<file path="src/rtl/spi_pkg.sv">
// Shared types and constants for the single chip-select SPI master.
// Used by spi_clk_gen and spi_master_cs.
package spi_pkg;

    localparam int BITS_PER_BYTE  = 8;
    localparam int EDGES_PER_BYTE = 16;

    typedef enum logic [2:0] {
        IDLE,
        SHIFT,
        WAIT_BYTE,
        CS_HOLD,
        CS_INACTIVE
    } spi_state_t;

    typedef struct packed {
        logic cpol;
        logic cpha;
    } spi_mode_t;

endpackage

</file>
<file path="src/rtl/spi_clk_gen.sv">
// SPI_Clk generator: emits 16 edges per byte, one every CLKS_PER_HALF_BIT cycles, while enabled.
// Edge strobes fire in the cycle before SPI_Clk toggles so the master acts on the same clock edge.
module spi_clk_gen #(
    parameter int CLKS_PER_HALF_BIT = 10
) (
    input  logic clk,
    input  logic rst,
    input  logic enable_i,
    input  logic cpol_i,
    output logic spi_clk_o,
    output logic leading_edge_o,
    output logic trailing_edge_o,
    output logic edges_done_o
);
    import spi_pkg::*;

    localparam int HALF_W = (CLKS_PER_HALF_BIT > 1) ? $clog2(CLKS_PER_HALF_BIT) : 1;
    localparam logic [HALF_W-1:0] HALF_LAST = HALF_W'(CLKS_PER_HALF_BIT - 1);
    localparam int EDGE_W = $clog2(EDGES_PER_BYTE + 1);

    logic [HALF_W-1:0] half_cnt_q, half_cnt_d;
    logic [EDGE_W-1:0] edge_cnt_q, edge_cnt_d;
    logic              spi_clk_q, spi_clk_d;
    logic              strobe;

    always_ff @(posedge clk or posedge rst) begin
        if (rst) begin
            half_cnt_q <= '0;
            edge_cnt_q <= '0;
            spi_clk_q  <= 1'b0;
        end else begin
            half_cnt_q <= half_cnt_d;
            edge_cnt_q <= edge_cnt_d;
            spi_clk_q  <= spi_clk_d;
        end
    end

    // While disabled the clock parks at the polarity the master will use next.
    always_comb begin
        half_cnt_d = half_cnt_q;
        edge_cnt_d = edge_cnt_q;
        spi_clk_d  = spi_clk_q;
        strobe     = enable_i && (half_cnt_q == HALF_LAST)
                     && (edge_cnt_q < EDGE_W'(EDGES_PER_BYTE));
        if (!enable_i) begin
            half_cnt_d = '0;
            edge_cnt_d = '0;
            spi_clk_d  = cpol_i;
        end else if (strobe) begin
            half_cnt_d = '0;
            edge_cnt_d = edge_cnt_q + EDGE_W'(1);
            spi_clk_d  = ~spi_clk_q;
        end else if (half_cnt_q != HALF_LAST) begin
            half_cnt_d = half_cnt_q + HALF_W'(1);
        end
    end

    assign spi_clk_o       = spi_clk_q;
    assign leading_edge_o  = strobe && !edge_cnt_q[0];
    assign trailing_edge_o = strobe && edge_cnt_q[0];
    assign edges_done_o    = strobe && (edge_cnt_q == EDGE_W'(EDGES_PER_BYTE - 1));

endmodule

</file>
<file path="src/rtl/spi_master_cs.sv">
// SPI master with one chip select: frames of TX_Count bytes under CS_n low, then a CS-high gap.
// Define SPI_MASTER_LOOPBACK_EN to sample the internal MOSI register instead of SPI_MISO_i.
module spi_master_cs #(
    parameter int CLKS_PER_HALF_BIT = 10,
    parameter int CS_INACTIVE_CLKS  = 10,
    parameter int MAX_BYTES_PER_CS  = 8
) (
    input  logic                                  clk,
    input  logic                                  rst,
    input  logic [$clog2(MAX_BYTES_PER_CS+1)-1:0] TX_Count_i,
    input  logic [7:0]                            TX_Byte_i,
    input  logic                                  TX_DV_i,
    input  logic                                  CPOL_i,
    input  logic                                  CPHA_i,
    output logic                                  TX_Ready_o,
    output logic                                  RX_DV_o,
    output logic [7:0]                            RX_Byte_o,
    output logic [$clog2(MAX_BYTES_PER_CS+1)-1:0] RX_Count_o,
    output logic                                  SPI_Clk_o,
    output logic                                  SPI_MOSI_o,
    input  logic                                  SPI_MISO_i,
    output logic                                  SPI_CS_n_o
);
    import spi_pkg::*;

    localparam int CNT_W   = $clog2(MAX_BYTES_PER_CS + 1);
    localparam int INACT_W = (CS_INACTIVE_CLKS > 1) ? $clog2(CS_INACTIVE_CLKS) : 1;
    localparam logic [INACT_W-1:0] INACT_LAST = INACT_W'(CS_INACTIVE_CLKS - 1);

    spi_state_t               state_q, state_d;
    spi_mode_t                mode_q, mode_d;
    logic [CNT_W-1:0]         frame_len_q, frame_len_d;
    logic [CNT_W-1:0]         rx_count_q, rx_count_d;
    logic [BITS_PER_BYTE-1:0] tx_shift_q, tx_shift_d;
    logic [BITS_PER_BYTE-1:0] rx_shift_q, rx_shift_d;
    logic [BITS_PER_BYTE-1:0] rx_byte_q, rx_byte_d;
    logic                     rx_dv_q, rx_dv_d;
    logic                     mosi_q, mosi_d;
    logic                     cs_n_q, cs_n_d;
    logic                     tx_ready_q, tx_ready_d;
    logic [INACT_W-1:0]       inact_cnt_q, inact_cnt_d;

    logic                     clk_en, clk_cpol;
    logic                     leading_edge, trailing_edge, edges_done;
    logic                     miso_bit, sample_edge, shift_edge;
    logic                     load, load_cpha;
    logic [BITS_PER_BYTE-1:0] load_byte;
    logic [CNT_W-1:0]         eff_count, rx_count_inc;

`ifdef SPI_MASTER_LOOPBACK_EN
    logic unused_miso;
    assign unused_miso = SPI_MISO_i;
    assign miso_bit    = mosi_q;
`else
    assign miso_bit    = SPI_MISO_i;
`endif

    // A new frame's CPOL must reach SPI_Clk on the same edge CS_n falls.
    assign clk_en   = (state_q == SHIFT);
    assign clk_cpol = (state_q == IDLE && TX_DV_i) ? CPOL_i : mode_q.cpol;

    spi_clk_gen #(
        .CLKS_PER_HALF_BIT(CLKS_PER_HALF_BIT)
    ) u_clk_gen (
        .clk            (clk),
        .rst            (rst),
        .enable_i       (clk_en),
        .cpol_i         (clk_cpol),
        .spi_clk_o      (SPI_Clk_o),
        .leading_edge_o (leading_edge),
        .trailing_edge_o(trailing_edge),
        .edges_done_o   (edges_done)
    );

    always_ff @(posedge clk or posedge rst) begin
        if (rst) begin
            state_q     <= IDLE;
            mode_q      <= '0;
            frame_len_q <= '0;
            rx_count_q  <= '0;
            tx_shift_q  <= '0;
            rx_shift_q  <= '0;
            rx_byte_q   <= '0;
            rx_dv_q     <= 1'b0;
            mosi_q      <= 1'b0;
            cs_n_q      <= 1'b1;
            tx_ready_q  <= 1'b1;
            inact_cnt_q <= '0;
        end else begin
            state_q     <= state_d;
            mode_q      <= mode_d;
            frame_len_q <= frame_len_d;
            rx_count_q  <= rx_count_d;
            tx_shift_q  <= tx_shift_d;
            rx_shift_q  <= rx_shift_d;
            rx_byte_q   <= rx_byte_d;
            rx_dv_q     <= rx_dv_d;
            mosi_q      <= mosi_d;
            cs_n_q      <= cs_n_d;
            tx_ready_q  <= tx_ready_d;
            inact_cnt_q <= inact_cnt_d;
        end
    end

    always_comb begin
        state_d      = state_q;
        mode_d       = mode_q;
        frame_len_d  = frame_len_q;
        rx_count_d   = rx_count_q;
        tx_shift_d   = tx_shift_q;
        rx_shift_d   = rx_shift_q;
        rx_byte_d    = rx_byte_q;
        rx_dv_d      = 1'b0;
        mosi_d       = mosi_q;
        inact_cnt_d  = inact_cnt_q;
        load         = 1'b0;
        load_cpha    = mode_q.cpha;
        load_byte    = TX_Byte_i;
        rx_count_inc = rx_count_q + CNT_W'(1);
        sample_edge  = mode_q.cpha ? trailing_edge : leading_edge;
        shift_edge   = mode_q.cpha ? leading_edge : (trailing_edge && !edges_done);

        if (TX_Count_i == '0)
            eff_count = CNT_W'(1);
        else if (TX_Count_i > CNT_W'(MAX_BYTES_PER_CS))
            eff_count = CNT_W'(MAX_BYTES_PER_CS);
        else
            eff_count = TX_Count_i;

        case (state_q)
            IDLE: begin
                if (TX_DV_i) begin
                    mode_d      = '{cpol: CPOL_i, cpha: CPHA_i};
                    frame_len_d = eff_count;
                    rx_count_d  = '0;
                    load        = 1'b1;
                    load_cpha   = CPHA_i;
                    state_d     = SHIFT;
                end
            end
            SHIFT: begin
                if (sample_edge)
                    rx_shift_d = {rx_shift_q[BITS_PER_BYTE-2:0], miso_bit};
                if (shift_edge) begin
                    mosi_d     = tx_shift_q[BITS_PER_BYTE-1];
                    tx_shift_d = {tx_shift_q[BITS_PER_BYTE-2:0], 1'b0};
                end
                // With CPHA=1 the final sample coincides with the 16th edge.
                if (edges_done) begin
                    rx_byte_d  = mode_q.cpha ? {rx_shift_q[BITS_PER_BYTE-2:0], miso_bit}
                                             : rx_shift_q;
                    rx_dv_d    = 1'b1;
                    rx_count_d = rx_count_inc;
                    state_d    = (rx_count_inc < frame_len_q) ? WAIT_BYTE : CS_HOLD;
                end
            end
            WAIT_BYTE: begin
                if (TX_DV_i) begin
                    load    = 1'b1;
                    state_d = SHIFT;
                end
            end
            CS_HOLD: begin
                inact_cnt_d = '0;
                state_d     = CS_INACTIVE;
            end
            CS_INACTIVE: begin
                if (inact_cnt_q == INACT_LAST)
                    state_d = IDLE;
                else
                    inact_cnt_d = inact_cnt_q + INACT_W'(1);
            end
            default: state_d = IDLE;
        endcase

        // CPHA=0 presents bit 7 before the first edge; CPHA=1 shifts it out on the first leading edge.
        if (load) begin
            if (load_cpha) begin
                tx_shift_d = load_byte;
            end else begin
                mosi_d     = load_byte[BITS_PER_BYTE-1];
                tx_shift_d = {load_byte[BITS_PER_BYTE-2:0], 1'b0};
            end
        end

        cs_n_d     = (state_d == IDLE) || (state_d == CS_INACTIVE);
        tx_ready_d = (state_d == IDLE) || (state_d == WAIT_BYTE);
    end

    assign TX_Ready_o = tx_ready_q;
    assign RX_DV_o    = rx_dv_q;
    assign RX_Byte_o  = rx_byte_q;
    assign RX_Count_o = rx_count_q;
    assign SPI_MOSI_o = mosi_q;
    assign SPI_CS_n_o = cs_n_q;

endmodule

</file>
<file path="config.mk">
export PLATFORM = sky130hd
export DESIGN_NAME = spi_master_cs
export DESIGN_NICKNAME = d
export VERILOG_FILES = /design/src/rtl/spi_pkg.sv /design/src/rtl/spi_clk_gen.sv /design/src/rtl/spi_master_cs.sv
export SDC_FILE = /design/constraint.sdc
export NUM_CORES = 1
export LEC_CHECK = 0
export BUFFER_PORTS_ARGS = -buffer_cell sky130_fd_sc_hd__buf_2
export CELL_PAD_IN_SITES_DETAIL_PLACEMENT = 0
export CELL_PAD_IN_SITES_GLOBAL_PLACEMENT = 1
export CORE_ASPECT_RATIO = 1.5
export CORE_MARGIN = 1
export CORE_UTILIZATION = 45
export DETAILED_ROUTE_END_ITERATION = 7
export PLACE_DENSITY_LB_ADDON = 0.1
export SLEW_MARGIN = 0
export SYNTH_ARGS = -nofsm -noshare
export SYNTH_HDL_FRONTEND = slang
export SYNTH_HIERARCHICAL = 1
export SYNTH_SLANG_ARGS = --single-unit
</file>
<file path="constraint.sdc">
create_clock -name clk -period 3.8 [get_ports clk]
set_input_delay 0.76 -clock clk [delete_from_list [all_inputs] [get_ports clk]]
set_output_delay 0.76 -clock clk [all_outputs]
set_load 0.05 [all_outputs]
</file>
==> flow_metrics.py <==
metrics = {
    "timing": {
        "worst_clock_skew_ns": 0.007727,
        "maxSlewHeadroom": 0.3696,
        "holdWs_ns": 0.4277,
        "worstMarginPinSlew_ns": 0.9442,
        "finalSetupViolCount": 0,
        "rsz0062_at_grt": "false",
        "fin_crit_sh": 0.7701,
        "finalHoldViolCount": 0,
        "drv_slew": 0,
        "timing.fmax_ghz": 0.3417,
        "period_needed_ns": 2.926,
        "finalSetupTns_ns": 0,
    },
    "cts": {
        "clockBufferDepth": 2,
        "post_cts_resized": 0,
        "numCtsBuffers": 5,
        "path_clk_slew_ns": 0.10,
        "cts_sinks": 55,
        "cts_root_buffer": "clkbuf_8",
        "htreeDepth": 2,
        "worst_skew_pair.late_latency_ns": 0.31,
        "cts_tree": "built",
        "cts_setup_buffers": 0,
        "cts_hold_buf": 0,
    },
    "run_status": {
        "status": "finished, final reports clean",
    },
    "cells_and_area": {
        "nFillCells": 560,
        "nets": 318,
        "n_antenna_cell": 0,
        "drive_gt1_frac": 0.2165,
        "syn2layout_area_growth_pct": 10.86,
        "final_util": 0.5222,
        "fin_cells": 363,
    },
    "synth": {
        "yosysMostFrequentCell": "dfrtp_1",
        "syn-num-nets": 287,
        "synth-seq-area-share": 0.4986,
        "yosys_warnings": 6,
        "yosysTopAreaCell": "dfrtp_1",
        "synth.top_cells.by_count": "dfrtp_1 (53), nand2_1 (30), mux2i_1 (24)",
        "synth-main-ff-cell": "dfrtp_1",
        "synth_seq_cells": 55,
        "ys_types": 43,
        "ys_async_sr_fraction": 1.000,
        "synth.top_cell.area_share": 0.4796,
        "synthTopCellsByArea": "dfrtp_1 (48%), mux2i_1 (8.7%), ha_1 (4.5%)",
        "synth-edff-count": 0,
        "synthesis.area_um2": 2765,
        "synthCells": 259,
        "postSynthAreaPerCell_um2": 10.68,
    },
    "floorplan": {
        "initial_utilization": 0.4710,
        "ios": 35,
        "die_x_um": 66.01,
        "die-area_um2": 6469,
        "rows": 34,
        "die_y_um": 98.01,
        "coreArea_um2": 5871,
    },
    "pwr": {
        "ir_worst_vdd_v": 0.0002559,
        "p_total_w": 0.001789,
        "powerDensity_nw_per_um2": 583.6,
        "p_leak_nw": 1.503,
    },
    "detailed_routing": {
        "num_vias": 1903,
        "first_pass_iters": 4,
        "totalWireLength_mm": 4.894,
        "wl_met3_um": 130,
        "dr_wl_met2_mm": 2.269,
        "top_layer_used": "met4",
        "initialDrtViolationCount": 78,
        "wirelength_met1_mm": 2.418,
        "drc": 0,
        "via_per_inst": 5.242,
        "ant_nets": 0,
        "wl_per_cell_um": 13.48,
    },
    "job": {
        "maxCapViolCount": 0,
    },
    "setup_path": {
        "path_class": "flop to flop",
        "critPathCaptureType": "flop",
        "cp.required_ns": 4.02,
        "cp_max_fo": 16,
        "cp-start-kind": "flop",
        "crit_arrival_ns": 3.14,
    },
    "place": {
        "gp_congestion": 0.7527,
        "place_inst": 355,
        "port_buffers": 34,
        "dp_hpwl_mm": 3.506,
    },
    "global_routing": {
        "grt_pass1_wl_mm": 8.390,
        "antenna_found_initial": 0,
        "grt_overflow_total": 0,
        "grt_pass1_vias": 1761,
        "grt_max_degree": 46,
        "track_usage": 0.1673,
    },
    "worst_hold_path": {
        "min_path_type": "input port to asynchronous set/reset pin",
    },
}
## logic make-up (layout without fill, tap and decap cells)
| family | after synthesis | after routing | share of synthesized area |
|---|---|---|---|
| simple gates | 95 | 95 | 0.1828 |
| flops | 55 | 55 | 0.4986 |
| mux | 33 | 33 | 0.1276 |
| compound gates | 35 | 35 | 0.08009 |
| xor+xnor | 8 | 8 | 0.02534 |
| buf+inv | 23 | 55 | 0.04027 |
| fa+ha+maj | 10 | 10 | 0.04525 |
## layer usage
| metal | vias to the layer above | track usage |
|---|---|---|
| met2 | 27 | 0.2582 |
| met3 | 6 | 0.02921 |
| li1 | 966 | - |
| met4 | 0 | 0.05892 |
| met5 | - | 0 |
| met1 | 904 | 0.2346 |
## registers in the layout (all words and copies together) (netlist names)
name / flops
u_clk_gen/half_cnt_q: 4
rx_shift_q: 8
inact_cnt_q: 4
SPI_CS_n_o: 1
TX_Ready_o: 1
state_q: 3
RX_DV_o: 1
mode_q: 2
u_clk_gen/edge_cnt_q: 5
SPI_MOSI_o: 1
tx_shift_q: 8
RX_Count_o: 4
u_clk_gen/spi_clk_o: 1
RX_Byte_o: 8
frame_len_q: 4
## final timing paths
check                                 from                      end  slack [ns]  cells after the start
worst min register to register   mode_q[1]                mode_q[1]        0.48                      2
max in group asynchronous              rst            tx_shift_q[4]        2.55                      2
worst min-delay path                   rst  u_clk_gen/half_cnt_q[3]        0.43                      2
worst max-delay path            state_q[1]            tx_shift_q[2]        0.87                      7
worst max register to register  state_q[1]            tx_shift_q[2]        0.87                      7
min in group clk                 mode_q[1]                mode_q[1]        0.48                      2
## where the power goes
group | internal (W) | total [W] | leakage (nW) | switching, W
Sequential | 0.000731 | 0.000861 | 0.699 | 0.000130
Clock | 0.000149 | 0.000341 | 0.0474 | 0.000192
Combinational | 0.000243 | 0.000587 | 0.756 | 0.000345
## cell type report
class / instances / area, um2 / area share
Clock buffer: 6 / 82.58 / 0.02694
Clock inverter: 2 / 16.27 / 0.005306
Inverter: 12 / 45.04 / 0.01469
Multi-Input combinational cell: 181 / 1275 / 0.4159
Sequential cell: 55 / 1379 / 0.4498
Tap cell: 72 / 90.09 / 0.02939
Timing Repair Buffer: 35 / 177.7 / 0.05796
## through the flow
step                      worst slack (ns)  instance area (um2)
after floorplan                      1.197                 2765
after global placement              0.9572                 2967
after detailed placement            0.8611                 2967
after CTS                           0.8399                 3065
after global routing                0.6533                 3065
final                               0.8735                 3065
## worst max-delay path: stages, from the launching register on
cell      delay [ns]
dfrtp_1         0.48
or3b_1          0.51
inv_1           0.36
and3_1          0.23
or3b_2          0.48
a21oi_4         0.38
mux2i_1         0.13
a211oi_1        0.25
## cell usage in the layout, fill, tap and decap left out, types with 3 or more instances in the layout
master	instances
dfrtp_1	53
buf_2	34
nand2_1	30
mux2i_1	24
o21ai_0	17
nor3_1	13
nor2_1	11
inv_1	10
ha_1	10
nand3_1	8
mux2_2	8
xor2_1	6
a211oi_1	6
clkbuf_8	6
nor3b_1	5
and3_1	5
nand3b_1	4
o21a_1	3
nand2b_1	3
No activity file was read; power rests on OpenSTA's default activity.
